--- config.mk ---
export PLATFORM = sky130hd
export DESIGN_NAME = radar_scan_gen
export DESIGN_NICKNAME = d
export VERILOG_FILES = /design/src/rtl/radar_scan_gen.sv
export SDC_FILE = /design/constraint.sdc
export NUM_CORES = 1
export LEC_CHECK = 0
export CAP_MARGIN = 20
export CORE_MARGIN = 4
export CORE_UTILIZATION = 56
export CTS_BUF_LIST = sky130_fd_sc_hd__clkbuf_4 sky130_fd_sc_hd__clkbuf_8
export CTS_CLUSTER_SIZE = 20
export DETAILED_ROUTE_END_ITERATION = 10
export PLACE_DENSITY = 0.89
export SYNTH_ARGS = -nofsm -noshare
export SYNTH_HDL_FRONTEND = slang
export SYNTH_SLANG_ARGS = --single-unit
--- constraint.sdc ---
create_clock -name clk -period 4.6 [get_ports clk]
set_clock_uncertainty 0.15 [all_clocks]
set_input_delay 0.69 -clock clk [delete_from_list [all_inputs] [get_ports clk]]
set_output_delay 0.69 -clock clk [all_outputs]
set_load 0.02 [all_outputs]
--- src/rtl/radar_scan_gen.sv ---
// Radar timing generator: ACP/ARP azimuth pulse train, master trigger and
// azimuth word, with continuous rotation or bidirectional sector scan.
module radar_scan_gen #(
  parameter int AZ_BITS     = 12,
  parameter int ACP_PERIOD  = 24414,
  parameter int ACP_HIGH    = 12207,
  parameter int TRIG_PERIOD = 50000,
  parameter int TRIG_WIDTH  = 50
) (
  input  logic               clk,
  input  logic               rst,
  input  logic               en,
  input  logic               mode,
  input  logic [AZ_BITS-1:0] sec_lo,
  input  logic [AZ_BITS-1:0] sec_hi,
  output logic               acp,
  output logic               arp,
  output logic               trig,
  output logic [AZ_BITS-1:0] azimuth,
  output logic               dir,
  output logic               running
);
  localparam int PW = $clog2(ACP_PERIOD);
  localparam int TW = $clog2(TRIG_PERIOD);
  localparam logic [PW-1:0] PH_LAST = PW'(ACP_PERIOD - 1);
  localparam logic [PW-1:0] PH_HIGH = PW'(ACP_HIGH);
  localparam logic [TW-1:0] T_LAST  = TW'(TRIG_PERIOD - 1);
  localparam logic [TW-1:0] T_HIGH  = TW'(TRIG_WIDTH);

  typedef enum logic [1:0] {IDLE, RUN, STOP} state_t;
  typedef struct packed {
    logic               mode;
    logic [AZ_BITS-1:0] lo;
    logic [AZ_BITS-1:0] hi;
  } cfg_t;

  state_t             state, state_n;
  cfg_t               cfg, cfg_n;
  logic [PW-1:0]      phase, phase_n;
  logic [TW-1:0]      tphase, tphase_n;
  logic [AZ_BITS-1:0] az_n;
  logic               dir_n, wrap, sect, sect_n, act, acp_n, arp_n, trig_n;

  always_comb begin
    state_n  = state;
    cfg_n    = cfg;
    phase_n  = phase;
    tphase_n = tphase;
    az_n     = azimuth;
    dir_n    = dir;
    wrap     = (phase == PH_LAST);
    sect     = cfg.mode && (cfg.lo < cfg.hi);
    case (state)
      IDLE: begin
        phase_n  = '0;
        tphase_n = '0;
        if (en) begin
          state_n = RUN;
          cfg_n   = '{mode, sec_lo, sec_hi};
          dir_n   = 1'b1;
          az_n    = (mode && (sec_lo < sec_hi)) ? sec_lo : '0;
        end
      end
      default: begin
        // Stopping only ends at a period boundary so the last ACP is whole.
        if (wrap && !en) begin
          state_n  = IDLE;
          phase_n  = '0;
          tphase_n = '0;
        end else begin
          state_n  = en ? RUN : STOP;
          phase_n  = wrap ? '0 : phase + 1'b1;
          tphase_n = (tphase == T_LAST) ? '0 : tphase + 1'b1;
          if (wrap) begin
            if (!sect) begin
              az_n = azimuth + 1'b1;
            end else if (dir) begin
              if (azimuth >= cfg.hi) begin
                az_n  = cfg.hi - 1'b1;
                dir_n = 1'b0;
              end else begin
                az_n = azimuth + 1'b1;
              end
            end else begin
              if (azimuth <= cfg.lo) begin
                az_n  = cfg.lo + 1'b1;
                dir_n = 1'b1;
              end else begin
                az_n = azimuth - 1'b1;
              end
            end
          end
        end
      end
    endcase
    // Outputs are derived from next-state values so they register in step.
    sect_n = cfg_n.mode && (cfg_n.lo < cfg_n.hi);
    act    = (state_n != IDLE);
    acp_n  = act && (phase_n < PH_HIGH);
    trig_n = act && (tphase_n < T_HIGH);
    arp_n  = acp_n && (sect_n ? ((az_n == cfg_n.lo) || (az_n == cfg_n.hi))
                              : (az_n == '0));
  end

  always_ff @(posedge clk or negedge rst) begin
    if (!rst) begin
      state   <= IDLE;
      cfg     <= '0;
      phase   <= '0;
      tphase  <= '0;
      azimuth <= '0;
      dir     <= 1'b0;
      acp     <= 1'b0;
      arp     <= 1'b0;
      trig    <= 1'b0;
      running <= 1'b0;
    end else begin
      state   <= state_n;
      cfg     <= cfg_n;
      phase   <= phase_n;
      tphase  <= tphase_n;
      azimuth <= az_n;
      dir     <= dir_n;
      acp     <= acp_n;
      arp     <= arp_n;
      trig    <= trig_n;
      running <= act;
    end
  end
endmodule

# ---- After elaboration in Yosys (flattened, before gate mapping)
# Index checks and enable logic that the tools add are counted.
dict set report op_classes {
  shifts 0
  n_lt_le_gt_ge 7
  n_mux 30
  eq_ne 6
  n_addsub 6
  n_div 0
  n_mul 0
  n_reduce_logical 15
  n_bitwise 0
}
# operator n
set op_table {}
lappend op_table {{2-to-1 mux 12 bit} 9}
lappend op_table {{2-to-1 mux 25 bit} 2}
lappend op_table {{2-to-1 mux 16 bit} 3}
lappend op_table {{2-to-1 mux 15 bit} 3}
lappend op_table {{less-than comparator 12 bit} 3}
lappend op_table {{adder 12 x 1 -> 12 bit, second input constant} 2}
lappend op_table {{== test 12 bit} 2}
lappend op_table {{subtractor 12 x 1 -> 12 bit, second input constant} 2}
lappend op_table {{adder 16 x 1 -> 16 bit, second input constant} 1}
lappend op_table {{== test 16 bit, second input constant} 1}
lappend op_table {{less-than comparator 16 x 6 -> 1 bit, second input constant} 1}
lappend op_table {{adder 15 x 1 -> 15 bit, second input constant} 1}
lappend op_table {{== test 15 bit, second input constant} 1}
lappend op_table {{less-than comparator 15 x 14 -> 1 bit, second input constant} 1}
lappend op_table {{>= comparator 12 bit} 1}
lappend op_table {{less-or-equal comparator 12 bit} 1}
lappend op_table {{zero test 12 bit} 1}
lappend op_table {{2-to-1 mux 1 bit} 9}
lappend op_table {{2-to-1 mux 2 bit} 4}
lappend op_table {{logical AND 1 bit} 7}
lappend op_table {{nonzero test 2 bit} 3}
lappend op_table {{AND reduction 4 bit} 1}
lappend op_table {{zero test 2 bit} 1}
lappend op_table {{!= test 2 x 1 -> 1 bit, second input constant} 1}
lappend op_table {{3 further kinds} 3}
dict set report word_totals {
  output_inout_bits 17
  romBits 0
  word_cells 76
  n_memories 0
  ramBits 0
  ff_bits 75
  in_bits 28
  latchBits 0
}

# ---- Depth between registers and ports, before layout
# Gate-level depths: netlist of the first run.
dict set report logic_depth {
  word_depth 11
  mapped_depth 17
  depth_no_buf 14
}

# ---- Worst setup path after synthesis of the first run
# OpenSTA, ideal clock, no wires.
dict set report synth_timing {
  path_kind {in2reg}
  startpoint {in en}
  endpoint {reg arp}
  arrival_time_ns 4.436
  required_ns 4.370
  setup_ns 0.080
  slack_ns -0.067
  path_stages 17
  path_buffers 3
  path_cell_list {nor3b_1 clkbuf_1 buf_1 clkbuf_1 nor2_1 a21oi_1 ha_1 a211o_1 o2111ai_1 a21oi_1 a21oi_1 nand2_2 a221oi_2 nand2_1 a2111o_1 or4_4 o211ai_2}
}
dict set report synth_via {
  elab_chain_len 8
  elab_cells_between_ends 24
  cone_classes {2 x order compare; 2 x eq/ne; 12 x mux; 8 x reduce/logical}
}
# item line_no
set synth_lines {}
lappend synth_lines {{start, declared} 12} ;# input logic en,
lappend synth_lines {{parallel branches: the longest is 7 deep, another holds less-than comparator 15 x 14 -> 1 bit} --}
lappend synth_lines {{logical AND 1 bit (*)} 101} ;# arp_n = acp_n && (sect_n ? ((az_n == cfg_n.lo) || (az_n == cfg_n.hi))
lappend synth_lines {{net arp_n} 42} ;# logic dir_n, wrap, sect, sect_n, act, acp_n, arp_n, trig_n;
lappend synth_lines {{end signal, assigned} 125} ;# arp <= arp_n;
lappend synth_lines {{end, declared} 17} ;# output logic arp,
# Mark *: on every way through the listed nets, which the timed path passes.
# A chain may end at the register's enable or synchronous reset.

# ---- Final worst setup path of the first run
dict set report layout_timing {
  startpoint {in sec_hi[1]}
  endpoint {reg arp}
}
dict set report layout_via {
  elab_chain_len 9
  elab_cells_between_ends 15
  cone_classes {2 x order compare; 2 x eq/ne; 6 x mux; 5 x reduce/logical}
}
# item line_no
set layout_lines {}
lappend layout_lines {{start, declared} 15} ;# input logic [AZ_BITS-1:0] sec_hi,
lappend layout_lines {{less-than comparator 12 bit (*)} 61} ;# az_n = (mode && (sec_lo < sec_hi)) ? sec_lo : '0;
lappend layout_lines {{logical AND 1 bit (*)} 61}
lappend layout_lines {{2-to-1 mux 12 bit (*)} 61}
lappend layout_lines {{2-to-1 mux 12 bit (*)} 57} ;# if (en) begin
lappend layout_lines {{2-to-1 mux 12 bit (*)} 53} ;# case (state)
lappend layout_lines {{net az_n[10]} 41} ;# logic [AZ_BITS-1:0] az_n;
lappend layout_lines {{== test 12 bit} 101}
lappend layout_lines {{logical OR 1 bit} 101}
lappend layout_lines {{2-to-1 mux 1 bit (*)} 101}
lappend layout_lines {{logical AND 1 bit (*)} 101}
lappend layout_lines {{net arp_n} 42}
# Mark *: on every way through the listed nets, which the timed path passes. The rest lies on a longest branch.

==> key figures, run 1 <==
Status
  • Status: completed

Finish
  • Post-route insts no fill: 1045
  • Commonest non-fill, non-tap cell in the layout: nor2_1
  • Ant diodes: 0
  • Layout cell share with drive strength beyond 1: 0.125
  • Area Growth Syn to Fin: 17.8%
  • Most frequent cells in the layout: 81 x nor2_1, 76 x nand2_1, 75 x dfrtp_1, 66 x buf_4, 64 x ha_1
  • # nets final: 990

Detailed routing
  • Drt via density: 6.45
  • DR WL/cell: 21.2 um
  • 1st-iter DRT viols: 869
  • Final wirelength: 22.1 mm
  • Final ANT Viol Nets: 0
  • Total number of vias: 6737
  • Detailed Routing Iterations Pass 1: 7
  • DRC violation count after routing: 0

Pwr
  • IR drop worst, VDD: 0.314 mV
  • Leak: 3.40 nW
  • PwrDens: 355 nW/um2

GRT
  • Initial antenna violation count: 0
  • Largest net degree at the start of global routing: 76
  • Vias in the first global route: 6546
  • Gr usage total: 0.338
  • Total congestion overflow: 0
  • First-pass GRT wire length: 35.1 mm

CTS
  • H-tree depth: 3
  • # clock sinks: 75
  • CTS buffer count: 9
  • Insertion delay to the later sink of the worst-skew pair: 370 ps
  • CTS root buffer: clkbuf_8
  • PostCTS Resize Cnt: 0
  • Clock tree buffer depth: 2
  • Clock transition at path regs: 90 ps
  • CTS tree: built
  • Setup Buffers After CTS: 0
  • Hold-fix buffers at CTS: 0

Floorplan
  • IO Pins: 45
  • Core footprint: 11500 um2
  • Die Wd: 117 um
  • Die area: 13700 um2
  • Die H: 117 um
  • Row cnt: 39
  • Initial Util: 0.578

Synthesis
  • Synth warn: 0
  • Sequential area share after synthesis: 0.282
  • Count of cell types in the netlist: 84
  • Ys flop type: dfrtp_1
  • Syn nets: 906
  • Cells after Synth: 814
  • Synth Cell Area: 6660 um2
  • FF+latch count, synth: 75
  • Post-synth EDFFs: 0
  • Syn avg cell area: 8.18 um2
  • FFs w/ async S/R, synth: 1.00

Critical path
  • CP Launch Type: input pin
  • CP max FO: 5
  • Worst endpoint required time: 4750 ps
  • Kind of critical path: input pin to flop
  • CP arrival: 4570 ps
  • Crit end category: flop

STA
  • Fmax: 227 MHz
  • Minimum clock period: 4410 ps
  • Worst slew margin: 0.333
  • Actual slew at the worst max-slew pin: 1000 ps
  • Fin. max-slew vios: 0
  • Fin crit share: 0.960
  • Worst setup margin: 185 ps
  • RSZ-0062 raised after global routing: false
  • # setup viols final: 0
  • Final hold violation count: 0

Placed design
  • Hpwl dp: 17.3 mm
  • IO buf count: 44
  • GP Congestion: 1.04
  • Placed insts: 1030
  • Pre-CTS setup slack: -96.5 ps

Min path
  • Hold Crit Class: input pin to asynchronous set/reset pin

Flow run
  • Max cap viols: 0
final timing paths:
kind / start / cells after the start / end / slack, ps
worst min register to register: tphase[0]$_DFF_PN0_ / 1 / tphase[0]$_DFF_PN0_ / 360
min in group clk: tphase[0]$_DFF_PN0_ / 1 / tphase[0]$_DFF_PN0_ / 360
max in group asynchronous: rst / 1 / trig$_DFF_PN0_ / 3320
worst max register to register: cfg[22]$_DFF_PN0_ / 13 / arp$_DFF_PN0_ / 230
worst min-delay path: rst / 1 / dir$_DFFE_PN0P_ / 280
worst max-delay path: sec_hi[1] / 15 / arp$_DFF_PN0_ / 190
synthesized netlist by cell type (4+ instances only):
master | instances | area (um2)
a2111oi_0 | 4 | 35.0
a211oi_1 | 8 | 60.1
a21o_1 | 6 | 45.0
a21oi_1 | 43 | 215
a221oi_1 | 5 | 43.8
a31oi_1 | 13 | 81.3
and2_1 | 4 | 25.0
and3_1 | 16 | 100
and4_1 | 4 | 35.0
buf_2 | 6 | 30.0
clkbuf_1 | 25 | 93.8
dfrtp_1 | 75 | 1880
ha_1 | 64 | 801
inv_1 | 61 | 229
nand2_1 | 76 | 285
nand2b_1 | 6 | 37.5
nand3_1 | 33 | 165
nand4_1 | 25 | 156
nor2_1 | 81 | 304
nor2b_1 | 5 | 31.3
nor3_1 | 23 | 115
nor4_1 | 15 | 93.8
o211ai_1 | 6 | 45.0
o21ai_0 | 29 | 145
o21ai_1 | 5 | 25.0
o31a_1 | 4 | 35.0
o31ai_1 | 7 | 52.6
or3_1 | 4 | 25.0
xnor2_1 | 61 | 534
xor2_1 | 17 | 149
kinds of logic (layout without fill, tap and decap cells):
group                    count (synthesis)  after routing  share of synthesized area
XOR/XNOR                                78             78                      0.103
adder cells (fa/ha/maj)                 64             64                      0.120
AO/OA/AOI/OAI                          175            175                      0.183
buffers and inverters                   98            186                     0.0588
flip-flops                              75             75                      0.282
multiplexers                             3              3                    0.00489
AND/OR/NAND/NOR                        321            321                      0.249
metrics by stage:
stage                     cell area (um2)  utilization  hold slack [ps]  TNS (ps)  total power [mW]
final                                7840        0.681              283         0              2.79
after detailed placement             7640        0.664              347     -96.5              2.21
after global routing                 7840        0.681              366         0              2.94
after floorplan                      6660            -              244         0              1.66
after CTS                            7840        0.681              354         0              2.75
after global placement               7640        0.664              330     -57.1              2.18
report_power, final:
part           switching [mW]  internal, mW
logic                   0.841         0.568
registers              0.0998         0.737
clock network           0.276         0.266
state kept, by name, indices dropped and copies added (netlist names):
register  cells
dir           1
tphase       16
arp           1
trig          1
phase        15
state         2
acp           1
cfg          25
running       1
azimuth      12
area by class of cell:
type                            instances  area [um2]
Fill cell                             985        3670
Timing Repair Buffer                  110         946
Clock buffer                           10         138
Sequential cell                        75        1880
Tap cell                              143         179
Clock inverter                          5        60.1
Multi-Input combinational cell        641        4410
Inverter                               61         229
layer usage:
metal  part of all wire  GRT usage  vias to the layer above  wire length [um]
li1                   -          -                     3103                 -
met1               0.39      0.432                     3070              8560
met4              0.058      0.168                        0              1290
met2               0.44      0.523                      465              9740
met5                  0          0                        -                 0
met3               0.11     0.0997                       99              2530
critical path, stage by stage:
cell and delay [ps]:
clkdlybuf4s50_1 480, inv_1 50, ha_1 260, a2111oi_0 700, nor4_1 180, o31ai_4 330
and2_1 220, a221oi_1 90, buf_4 170, a311oi_2 370, buf_4 220, xnor2_1 140
nand4_1 160, or4_4 440, o211ai_2 70
Note: power is estimated with default switching activity, not from simulation.
==> run 2: changes to the inputs <==
--- a/config.mk
+++ b/config.mk
@@ -7,11 +7,12 @@
 export LEC_CHECK = 0
 export CAP_MARGIN = 20
 export CORE_MARGIN = 4
-export CORE_UTILIZATION = 56
+export CORE_UTILIZATION = 61
 export CTS_BUF_LIST = sky130_fd_sc_hd__clkbuf_4 sky130_fd_sc_hd__clkbuf_8
 export CTS_CLUSTER_SIZE = 20
 export DETAILED_ROUTE_END_ITERATION = 10
-export PLACE_DENSITY = 0.89
+export DONT_BUFFER_PORTS = 1
+export PLACE_DENSITY = 0.9
 export SYNTH_ARGS = -nofsm -noshare
 export SYNTH_HDL_FRONTEND = slang
 export SYNTH_SLANG_ARGS = --single-unit
==> key figures, run 2 (synthesis results as in run 1) <==
Placed design
  • GP Congestion: 1.02
  • Hpwl dp: 18.4 mm
  • Pre-CTS setup slack: 269 ps
  • Placed insts: 954
  • Placement Cell Area: 7000 um2
  • IO buf count: 0

Floorplan
  • Die Wd: 112 um
  • Initial Util: 0.636
  • Die area: 12700 um2
  • Die H: 112 um
  • Row cnt: 37
  • Core footprint: 10500 um2
  • IO Pins: 45

Detailed routing
  • DR WL/cell: 24.8 um
  • Detailed Routing Iterations Pass 1: 5
  • 1st-iter DRT viols: 1003
  • Final ANT Viol Nets: 0
  • Drt via density: 6.95
  • Final wirelength: 24.1 mm
  • DRC violation count after routing: 0
  • Total number of vias: 6750

Pwr
  • PwrDens: 376 nW/um2
  • Power, Total: 2.73 mW
  • IR drop worst, VDD: 0.273 mV
  • Leak: 3.12 nW

CTS
  • H-tree depth: 3
  • CTS tree: built
  • Setup Buffers After CTS: 0
  • CTS root buffer: clkbuf_8
  • Insertion delay to the later sink of the worst-skew pair: 380 ps
  • # clock sinks: 75
  • Clock tree buffer depth: 2
  • CTS buffer count: 9
  • Clock transition at path regs: 100 ps

Critical path
  • R2R cell count: 12
  • Reg2reg setup slack: 150 ps
  • Worst setup startpoint: azimuth[11]$_DFF_PN0_
  • RR Startpoint: azimuth[11]$_DFF_PN0_
  • Worst path slowest cell: dfrtp_1
  • Worst-path cell chain: ha_1, nand4_1, a2111o_1, o22a_1, a21oi_2, a221oi_1, o211ai_1, inv_1, or4_1, nor4_1, nand3b_1, o211ai_2
  • CP Launch Type: flop
  • Critical Path Sink: arp$_DFF_PN0_
  • Kind of critical path: flop to flop
  • Crit end category: flop
  • CP arrival: 4610 ps
  • Max stage delay on crit path: 560 ps
  • Worst endpoint required time: 4760 ps
  • CP max FO: 9
  • Worst r2r dst: arp$_DFF_PN0_

STA
  • Fmax: 225 MHz
  • RSZ-0062 raised after global routing: false
  • Final hold violation count: 0
  • Worst slew margin: 0.500
  • Fin. max-slew vios: 0
  • Minimum clock period: 4450 ps
  • Setup TNS: 0 ps
  • Actual slew at the worst max-slew pin: 742 ps
  • # setup viols final: 0
  • Fin crit share: 0.968
  • Fin Hold WS: 69.6 ps
  • Worst setup margin: 147 ps

Finish
  • Layout cell share with drive strength beyond 1: 0.107
  • Commonest non-fill, non-tap cell in the layout: nor2_1
  • Max reg flops: 25
  • Fin area: 7250 um2
  • Ant diodes: 0
  • Most frequent cells in the layout: 81 x nor2_1, 76 x nand2_1, 75 x dfrtp_1, 64 x ha_1
  • Regs by FF count: cfg (25), tphase (16), phase (15)
  • Area Growth Syn to Fin: 8.81%
  • Largest reg by FF count: cfg
  • Layout Utilization: 0.693
  • Post-route insts no fill: 971
  • # nets final: 922

GRT
  • Total congestion overflow: 0
  • First-pass GRT wire length: 37.1 mm
  • Vias in the first global route: 6582
  • Largest net degree at the start of global routing: 76
  • Gr usage total: 0.380
  • Initial antenna violation count: 0

Status
  • Status: completed

Flow run
  • Max cap viols: 0

Min path
  • Hold Crit Class: input pin to asynchronous set/reset pin
[run 2: changes by cell type in the layout (fill, tap and decap cells not counted), sizes merged]
cell           before  now
clkdlybuf4s50      43    0
buf                67   42
clkinv              1    2
[run 2: area by class of cell]
cell class	count	area [um2]
multi-input cells	641	4410
fillers	843	3220
flip-flops and latches	75	1880
repair buffers	42	348
inverters	61	229
well taps	136	170
clock buffers	10	138
clock inverters	6	71.3
[run 2: report_power, final]
part | switching, mW | total (mW) | internal [mW] | leakage [nW]
clock network | 0.296 | 0.567 | 0.272 | 0.105
registers | 0.127 | 0.864 | 0.737 | 0.953
logic | 0.813 | 1.29 | 0.481 | 2.07
total | 1.24 | 2.73 | 1.49 | 3.12
[run 2: timing repair]
item / in CTS / in global routing
gates resized for setup: 0 / 1
endpoints found under the setup margin: 0 / 1
hold buffers: 1 / 0
hold endpoints to repair: 75 / 0
[run 2: worst min path at each step]
stage	from	endpoint
floorplan	rst	acp$_DFF_PN0_
global placement	rst	tphase[6]$_DFF_PN0_
detailed placement	rst	tphase[7]$_DFF_PN0_
CTS	rst	azimuth[1]$_DFF_PN0_
global route	rst	arp$_DFF_PN0_
finish	rst	tphase[10]$_DFF_PN0_
[run 2: worst max-delay path: cells and delay by family (launching register included)]
kind / cells / cell delay, ps
simple gates: 4 / 1150
flops: 1 / 560
compound gates: 6 / 1900
buf+inv: 1 / 200
fa+ha+maj: 1 / 420
[run 2: layer usage]
layer  vias to the layer above  wire length [um]  track usage
met5                         -                 0            0
met4                         0               908        0.138
met3                        92              3420        0.129
met2                       500             10000        0.557
met1                      3196              9750        0.523
li1                       2962                 -            -
==> run 3: changes to the inputs <==
--- a/config.mk
+++ b/config.mk
@@ -6,13 +6,13 @@
 export NUM_CORES = 1
 export LEC_CHECK = 0
 export CAP_MARGIN = 20
-export CORE_MARGIN = 4
 export CORE_UTILIZATION = 61
 export CTS_BUF_LIST = sky130_fd_sc_hd__clkbuf_4 sky130_fd_sc_hd__clkbuf_8
 export CTS_CLUSTER_SIZE = 20
 export DETAILED_ROUTE_END_ITERATION = 10
 export DONT_BUFFER_PORTS = 1
 export PLACE_DENSITY = 0.9
+export REMOVE_ABC_BUFFERS = 1
 export SYNTH_ARGS = -nofsm -noshare
 export SYNTH_HDL_FRONTEND = slang
 export SYNTH_SLANG_ARGS = --single-unit
==> key figures, run 3 (synthesis results as in run 1) <==
Critical path
  • Reg2reg setup slack: 260 ps
  • Max stage delay on crit path: 530 ps
  • CP arrival: 4470 ps
  • RR Startpoint: cfg[5]$_DFF_PN0_
  • R2R cell count: 15
  • Worst path slowest cell: a2111oi_0
  • Worst r2r dst: arp$_DFF_PN0_
  • Worst endpoint required time: 4730 ps
  • Worst-path cell chain: inv_1, ha_1, a21o_1, a21oi_1, o31ai_1, buf_4, a21oi_2, nand3_1, a2111oi_0, nor3_1, buf_4, or4_1, nor4_1, nand3b_1, o211ai_2
  • Most frequent CP cell: buf_4
  • Kind of critical path: flop to flop
  • Crit end category: flop
  • CP Launch Type: flop
  • CP max FO: 5

Pwr
  • Power, Total: 2.72 mW
  • PwrDens: 375 nW/um2
  • Leak: 3.14 nW
  • IR drop worst, VDD: 0.198 mV

Finish
  • Ant diodes: 0
  • Most frequent cells in the layout: 81 x nor2_1, 76 x nand2_1, 75 x dfrtp_1, 64 x ha_1
  • Layout cell share with drive strength beyond 1: 0.112
  • Regs by FF count: cfg (25), tphase (16), phase (15)
  • Layout Utilization: 0.695
  • Max reg flops: 25
  • # nets final: 927
  • Largest reg by FF count: cfg
  • FILL cells: 849
  • Area Growth Syn to Fin: 9.21%
  • Fin area: 7270 um2
  • Commonest non-fill, non-tap cell in the layout: nor2_1

Status
  • Status: completed

Floorplan
  • Row cnt: 37
  • Core footprint: 10500 um2
  • Initial Util: 0.636
  • Die H: 106 um
  • IO Pins: 45
  • Die area: 11300 um2
  • Die Wd: 106 um

Flow run
  • Max cap viols: 0

STA
  • Fin. max-slew vios: 0
  • Fmax: 231 MHz
  • Worst slew margin: 0.363
  • Actual slew at the worst max-slew pin: 931 ps
  • Fin crit share: 0.943
  • Final hold violation count: 0
  • Minimum clock period: 4340 ps
  • RSZ-0062 raised after global routing: false
  • # setup viols final: 0
  • Fin Hold WS: 70.1 ps
  • Worst setup margin: 262 ps

Placed design
  • Pre-CTS setup slack: 204 ps
  • Placement Cell Area: 7040 um2
  • Hpwl dp: 18.2 mm
  • GP Congestion: 1.08
  • IO buf count: 0

CTS
  • CTS root buffer: clkbuf_8
  • # clock sinks: 75
  • CTS tree: built
  • Insertion delay to the later sink of the worst-skew pair: 360 ps
  • Setup Buffers After CTS: 0
  • Clock tree buffer depth: 2
  • H-tree depth: 3
  • CTS buffer count: 9
  • Clock transition at path regs: 90 ps

Detailed routing
  • Detailed Routing Iterations Pass 1: 6
  • Final wirelength: 23.6 mm
  • Final ANT Viol Nets: 0
  • Total number of vias: 6783
  • DRC violation count after routing: 0
  • DR WL/cell: 24.2 um
  • Drt via density: 6.96
  • 1st-iter DRT viols: 859

GRT
  • Initial antenna violation count: 1
  • Gr usage total: 0.433
  • Largest net degree at the start of global routing: 76
  • First-pass GRT wire length: 37.0 mm
  • Vias in the first global route: 6868
  • Total congestion overflow: 0

Min path
  • Hold Crit Class: input pin to asynchronous set/reset pin
run 3: worst max path at each step:
stage	slack [ps]	cells past startpoint	endpoint	startpoint
2_1_floorplan	-1900	13	arp$_DFF_PN0_	en
3_5_place_dp	200	12	arp$_DFF_PN0_	sec_hi[1]
5_1_grt	9	15	arp$_DFF_PN0_	cfg[5]$_DFF_PN0_
6_report	260	15	arp$_DFF_PN0_	cfg[5]$_DFF_PN0_
4_1_cts	180	15	arp$_DFF_PN0_	cfg[5]$_DFF_PN0_
3_3_place_gp	160	12	arp$_DFF_PN0_	sec_hi[1]
run 3: critical path, delay by kind of cell (launching register included):
kind                       cells  cell delay (ps)
AOI/OAI and AO/OA              6             1480
DFF                            1              500
buffers and inverters          3              510
and+or+nand+nor                5             1260
adders and majority gates      1              340
run 3: layout make-up:
class / instances / area (um2) / share of cell area
multi-input cells: 641 / 4410 / 0.607
flip-flops and latches: 75 / 1880 / 0.258
repair buffers: 47 / 385 / 0.0530
inverters: 61 / 229 / 0.0315
well taps: 136 / 170 / 0.0234
clock buffers: 11 / 151 / 0.0208
clock inverters: 4 / 48.8 / 0.00671
run 3: timing repair:
item	in CTS	in global routing
hold endpoints to repair	75	0
resized for setup	0	2
hold buffers	1	0
setup endpoints to repair	0	1
run 3: metal layers:
metal / GRT usage / share of wire / wire length [um]
met1: 0.522 / 0.37 / 8720
met2: 0.686 / 0.44 / 10400
met3: 0.120 / 0.12 / 2750
met4: 0.263 / 0.072 / 1700
met5: 0 / 0 / 0
run 3: stage by stage:
step	cells	setup TNS, ps
2_1_floorplan	777	-1900
3_3_place_gp	959	0
3_5_place_dp	959	0
4_1_cts	975	0
5_1_grt	975	0
6_report	975	0
run 3: where the power goes:
part / internal [mW] / switching, mW
Clock: 0.278 / 0.257
Combinational: 0.505 / 0.854
Sequential: 0.737 / 0.0934
